[src/rtl/blinker_pkg.sv]
// Shared definitions for the blinker bank: channel mode encoding, default
// parameter values and a helper for the channel-select width.
package blinker_pkg;

  typedef enum logic [1:0] {
    ModeOff   = 2'd0,
    ModeOn    = 2'd1,
    ModeBlink = 2'd2,
    ModeBurst = 2'd3
  } blink_mode_t;

  localparam int unsigned DefCh     = 4;
  localparam int unsigned DefCntW   = 16;
  localparam int unsigned DefBurstW = 4;

  // Width of a channel index; a single-channel bank still gets a 1-bit select.
  function automatic int unsigned ch_idx_w(input int unsigned ch);
    return (ch > 1) ? $clog2(ch) : 1;
  endfunction

endpackage

[src/rtl/blinker_channel.sv]
// One blinker channel: holds its own mode, phase mask, burst counter, the
// registered previous phase and the registered output/busy flags.
// Ports:
//   clk, rst_n         clock, asynchronous active-low reset
//   ena                global enable; all non-config state holds while low
//   wr                 config write strobe already decoded for this channel
//   cfg_mode/mask/burst  config fields loaded on wr
//   count              shared time-base value
//   blink, busy        registered channel output and burst-in-progress flag
module blinker_channel
  import blinker_pkg::*;
#(
  parameter int unsigned CNT_W   = DefCntW,
  parameter int unsigned BURST_W = DefBurstW
) (
  input  logic               clk,
  input  logic               rst_n,
  input  logic               ena,
  input  logic               wr,
  input  blink_mode_t        cfg_mode,
  input  logic [CNT_W-1:0]   cfg_mask,
  input  logic [BURST_W-1:0] cfg_burst,
  input  logic [CNT_W-1:0]   count,
  output logic               blink,
  output logic               busy
);

  blink_mode_t        mode_q, mode_d;
  logic [CNT_W-1:0]   mask_q, mask_d;
  logic [BURST_W-1:0] remaining_q, remaining_d;
  logic               phase_q, phase_d;
  logic               out_q, out_d;
  logic               busy_q, busy_d;

  logic phase;
  logic rem_nz;
  logic fall;

  assign phase  = |(count & mask_q);
  assign rem_nz = (remaining_q != '0);
  assign fall   = ena & phase_q & ~phase;

  always_comb begin
    mode_d      = mode_q;
    mask_d      = mask_q;
    remaining_d = remaining_q;
    phase_d     = phase_q;
    out_d       = out_q;
    busy_d      = busy_q;

    if (ena) begin
      phase_d = phase;
      busy_d  = (mode_q == ModeBurst) & rem_nz;
      unique case (mode_q)
        ModeOff:   out_d = 1'b0;
        ModeOn:    out_d = 1'b1;
        ModeBlink: out_d = phase;
        ModeBurst: out_d = phase & rem_nz;
        default:   out_d = 1'b0;
      endcase
      // Saturating countdown of remaining pulses on each falling phase edge.
      if (fall && (mode_q == ModeBurst) && rem_nz) begin
        remaining_d = remaining_q - BURST_W'(1);
      end
    end

    // A write overrides any same-cycle decrement.
    if (wr) begin
      mode_d = cfg_mode;
      mask_d = cfg_mask;
      if (cfg_mode == ModeBurst) begin
        remaining_d = cfg_burst;
      end
    end
  end

  always_ff @(posedge clk or negedge rst_n) begin
    if (!rst_n) begin
      mode_q      <= ModeOff;
      mask_q      <= '0;
      remaining_q <= '0;
      phase_q     <= 1'b0;
      out_q       <= 1'b0;
      busy_q      <= 1'b0;
    end else begin
      mode_q      <= mode_d;
      mask_q      <= mask_d;
      remaining_q <= remaining_d;
      phase_q     <= phase_d;
      out_q       <= out_d;
      busy_q      <= busy_d;
    end
  end

  assign blink = out_q;
  assign busy  = busy_q;

endmodule

[src/rtl/blinker_bank.sv]
// Multi-channel blinker: a free-running time base shared by CH channels, each
// with its own mode and phase mask, configured through a single-cycle write port.
// Ports:
//   clk, rst_n    clock, asynchronous active-low reset
//   ena           global enable; freezes time base and channel state when low
//   cfg_we        config write strobe
//   cfg_ch        target channel (out-of-range values write nothing)
//   cfg_mode      0=OFF 1=ON 2=BLINK 3=BURST
//   cfg_mask      phase mask for the target channel
//   cfg_burst     burst length, BURST mode only
//   blink_out     registered channel outputs
//   busy          per-channel burst-in-progress flags
//   count_out     current time-base value
module blinker_bank
  import blinker_pkg::*;
#(
  parameter int unsigned CH      = DefCh,
  parameter int unsigned CNT_W   = DefCntW,
  parameter int unsigned BURST_W = DefBurstW
) (
  input  logic                    clk,
  input  logic                    rst_n,
  input  logic                    ena,
  input  logic                    cfg_we,
  input  logic [ch_idx_w(CH)-1:0] cfg_ch,
  input  logic [1:0]              cfg_mode,
  input  logic [CNT_W-1:0]        cfg_mask,
  input  logic [BURST_W-1:0]      cfg_burst,
  output logic [CH-1:0]           blink_out,
  output logic [CH-1:0]           busy,
  output logic [CNT_W-1:0]        count_out
);

  localparam int unsigned ChW = ch_idx_w(CH);

  logic [CNT_W-1:0] count_q, count_d;
  logic [CH-1:0]    ch_wr;

  assign count_d = ena ? (count_q + CNT_W'(1)) : count_q;

  always_ff @(posedge clk or negedge rst_n) begin
    if (!rst_n) begin
      count_q <= '0;
    end else begin
      count_q <= count_d;
    end
  end

  assign count_out = count_q;

  // Equality decode: an index at or beyond CH matches no channel, so such
  // writes fall away without side effects.
  for (genvar c = 0; c < CH; c++) begin : g_ch
    assign ch_wr[c] = cfg_we && (cfg_ch == ChW'(c));

    blinker_channel #(
      .CNT_W   (CNT_W),
      .BURST_W (BURST_W)
    ) u_channel (
      .clk       (clk),
      .rst_n     (rst_n),
      .ena       (ena),
      .wr        (ch_wr[c]),
      .cfg_mode  (blink_mode_t'(cfg_mode)),
      .cfg_mask  (cfg_mask),
      .cfg_burst (cfg_burst),
      .count     (count_q),
      .blink     (blink_out[c]),
      .busy      (busy[c])
    );
  end

endmodule

[config.mk]
export PLATFORM = sky130hd
export DESIGN_NAME = blinker_bank
export DESIGN_NICKNAME = d
export VERILOG_FILES = /design/src/rtl/blinker_pkg.sv /design/src/rtl/blinker_channel.sv /design/src/rtl/blinker_bank.sv
export SDC_FILE = /design/constraint.sdc
export NUM_CORES = 1
export LEC_CHECK = 0
export ABC_AREA = 1
export CAP_MARGIN = 10
export CORE_UTILIZATION = 55
export CTS_BUF_LIST = sky130_fd_sc_hd__clkbuf_8 sky130_fd_sc_hd__clkbuf_16
export DETAILED_ROUTE_END_ITERATION = 10
export PLACE_DENSITY = 0.81
export SETUP_SLACK_MARGIN = 0.1
export SLEW_MARGIN = 15
export SYNTH_ARGS = -nofsm -noshare
export SYNTH_HDL_FRONTEND = slang
export SYNTH_SLANG_ARGS = --single-unit
[constraint.sdc]
create_clock -name clk -period 1.9 [get_ports clk]
set_clock_uncertainty 0.1 [all_clocks]
set_input_delay 0.38 -clock clk [delete_from_list [all_inputs] [get_ports clk]]
set_output_delay 0.38 -clock clk [all_outputs]
set_load 0.005 [all_outputs]
==> flow_summary.toml, run 1 <==
[sta]
relSlewSlack_pct = 57.66
setup_viol = 1
max_freq_mhz = 515.9
tightestPinTransition_ns = 0.6352
rsz0062_at_grt = "yes"
worst_slack_ns = -0.03848
fin_crit_sh_pct = 102.0
maxSlewViolCount = 0
hold_violations = 0
fin_crit_ns = 1.938
hold_slack_ns = 0.3644

[clock_network]
cts_tree = "yes"
cts_buffers = 17
cts_sinks = 116
clkLatencyLatePin_ns = 0.54
clk_path_buf_depth = 2
clk_pin_slew_ns = 0.07
htree_num_levels = 4
clock-root-buffer = "clkbuf_8"

[place]
gp_congestion = 0.8691
dp_hpwl_um = 9147
dpl-instance-area_sq_um = 6406
pre_cts_slack_ns = -0.2308
io_buffers = 51
dpl.cell_count = 883

[flow_run]
maxCapViolations = 0

[grt]
antenna_found_initial = 0
grt_pass1_vias = 5139
grt_pass1_wl_um = 24890
overflow = 0
grt_max_degree = 117
grt_usage_pct = 31.76

[routing]
wl_met1_um = 6257
drt-initial-drc-count = 581
wirelength_um = 17910
drtAntennaViolNets = 0
routed_via_density = 5.856
topRoutingLayerUsed = "met4"
dr_total_vias = 5569
wl_per_cell_um = 18.83
wl_met2_um = 8723
drc = 0
dr.pass1.iters = 7
wl_met3_um = 1795

[die]
ios = 52
core-area_sq_um = 9819
dieHeight_um = 103.0
die_width_um = 103.0
start_util_pct = 57.19
rows = 36
die_area_sq_um = 10620

[power_and_ir_drop]
p_leak_uw = 0.003832
power_density_nw_per_um2 = 1224
peakVddDrop_uv = 632.2

[logic_synthesis]
synth_area_sq_um = 5615
synth.net_count = 732
synth_area_per_cell_sq_um = 8.033
synth.distinct_cells = 32
seq_area_frac_synth_pct = 51.69
yosys_warnings = 0
synthCells = 699
synth_seq_cells = 116

[finish]
finalInstanceArea_sq_um = 7533
n_antenna_cell = 0
layout.cells.non_filler = 951
drive_gt1_share_pct = 23.84
fillers = 613
syn2layout_area_growth_pct = 34.16
layout.nets = 838

[outcome]
failed_checks = "negative setup slack"
outcome = "complete, but fails checks"

[worst_setup_path]
crit_path_start_kind = "register"
cp-end-kind = "register"
worstSetupPathType = "register to register"
critPathMaxFanout = 5
critPathRequiredTime_ns = 2.23
crit_arrival_ns = 2.27

[worst_hold_path]
hold_path.class = "input port to register"
metal layers:
metal / vias up / track usage [%]
met5: - / 0
met2: 398 / 51.18
met4: 0 / 16.90
li1: 2412 / -
met1: 2633 / 39.52
met3: 126 / 8.136
cell usage after synthesis (all sizes together):
cell type  number  area [sq um]
nand4           9         56.30
ha              5         62.56
buf            14         91.33
xnor2           3         26.28
nor3           12         130.1
nor2           48         205.2
inv            84         315.3
xor2           14         122.6
a22o            1         8.760
nand3          28         150.1
o211ai          1         7.510
o22ai           2         12.51
clkbuf         15         60.05
nand2         248         938.4
o31ai           2         15.01
a21oi           6         30.03
o21ai          86         430.4
nand3b          3         22.52
a31oi           1         6.260
dfrtp         116          2903
nor4            1         21.27
layout make-up:
type / count / area [sq um] / share of cell area (%)
Multi-Input combinational cell: 470 / 2476 / 32.87
Clock buffer: 17 / 414.1 / 5.497
Timing Repair Buffer: 116 / 1057 / 14.03
Inverter: 84 / 315.3 / 4.185
Sequential cell: 116 / 2923 / 38.80
Clock inverter: 15 / 181.4 / 2.408
Tap cell: 133 / 166.4 / 2.209
worst paths after layout:
check	start	slack [ns]	depth (start not counted)	to
min	cfg_mask[7]	0.36	3	g_ch[1].u_channel.mask_q[7]$_DFFE_PN0P_
max in group asynchronous	rst_n	0.79	3	count_out[1]$_DFFE_PN0P_
max reg2reg	count_out[1]$_DFFE_PN0P_	-0.04	8	count_out[12]$_DFFE_PN0P_
min in group asynchronous	rst_n	0.38	3	g_ch[3].u_channel.mask_q[4]$_DFFE_PN0P_
max	count_out[1]$_DFFE_PN0P_	-0.04	8	count_out[12]$_DFFE_PN0P_
min reg2reg	g_ch[0].u_channel.mask_q[10]$_DFFE_PN0P_	0.38	2	g_ch[0].u_channel.mask_q[10]$_DFFE_PN0P_
critical path, stage by stage, from the launching register on:
cell and delay (ns):
dfrtp_2 0.37, buf_6 0.11, buf_6 0.11, ha_4 0.14, nand3_4 0.08, nor4_4 0.41, nand3_2 0.18, nor2_2 0.15
xor2_1 0.19
cells in the final DEF (no fill, tap or decap), types with 6 or more instances in the layout:
| cell | netlist | final |
|---|---|---|
| dfrtp_1 | 116 | 100 |
| o21ai_1 | 6 | 9 |
| clkdlybuf4s50_1 | 0 | 26 |
| nand2_2 | 3 | 17 |
| nor3_4 | 4 | 7 |
| dlygate4sd2_1 | 0 | 17 |
| nand4_1 | 9 | 9 |
| nand3_2 | 2 | 6 |
| nor2_1 | 44 | 27 |
| o21ai_0 | 80 | 75 |
| nor2_2 | 1 | 11 |
| dfrtp_2 | 0 | 16 |
| inv_1 | 77 | 75 |
| nor2_4 | 3 | 10 |
| buf_6 | 0 | 10 |
| nand2_1 | 245 | 227 |
| nand3_1 | 26 | 21 |
| clkbuf_16 | 0 | 16 |
| buf_4 | 9 | 56 |
| inv_2 | 7 | 9 |
| xor2_1 | 14 | 14 |
cells by family (layout without fill, tap and decap cells):
family	count (synthesis)	count (layout)	synth area share, %
xor gates and xnor gates	17	17	2.652
AOI/OAI and AO/OA	99	99	9.091
adders and majority gates	5	5	1.114
buffers and inverters	113	232	8.311
DFF	116	116	51.69
and+or+nand+nor	349	349	27.14
state kept, by name, summed over array words and instances (netlist names):
register,count
g_ch.u_channel.mask_q,64
count_out,16
g_ch.u_channel.remaining_q,16
g_ch.u_channel.mode_q,8
g_ch.u_channel.blink,4
g_ch.u_channel.busy,4
g_ch.u_channel.phase_q,4
power breakdown:
group / switching (uW) / total (uW) / internal, uW
sequential: 350 / 3320 / 2970
clock: 1240 / 3240 / 2000
combinational: 1590 / 2660 / 1080
metrics by stage:
stage | power [uW] | util [%] | TNS [ns]
2_1_floorplan | 4442 | - | 0
3_3_place_gp | 5063 | 65.24 | -2.953
3_5_place_dp | 5176 | 65.24 | -4.617
4_1_cts | 8549 | 73.09 | 0
5_1_grt | 9589 | 76.72 | -0.6839
6_report | 9224 | 76.72 | -0.03848
timing repair:
item	CTS	global route
setup endpoints to repair	26	27
buffers inserted	20	15
pin swaps	4	46
cloned	0	0
hold buffers	1	0
hold endpoints to repair	116	0
resized for setup	47	81
(Power assumes the default switching activity.)
==> inputs of run 2 (changes only) <==
--- a/config.mk
+++ b/config.mk
@@ -12,7 +12,7 @@
 export DETAILED_ROUTE_END_ITERATION = 10
 export PLACE_DENSITY = 0.81
 export SETUP_SLACK_MARGIN = 0.1
-export SLEW_MARGIN = 15
+export SLEW_MARGIN = 20
 export SYNTH_ARGS = -nofsm -noshare
 export SYNTH_HDL_FRONTEND = slang
 export SYNTH_SLANG_ARGS = --single-unit
==> results of run 2 <==
Final layout, timing and power as in run 1 (identical DEF).
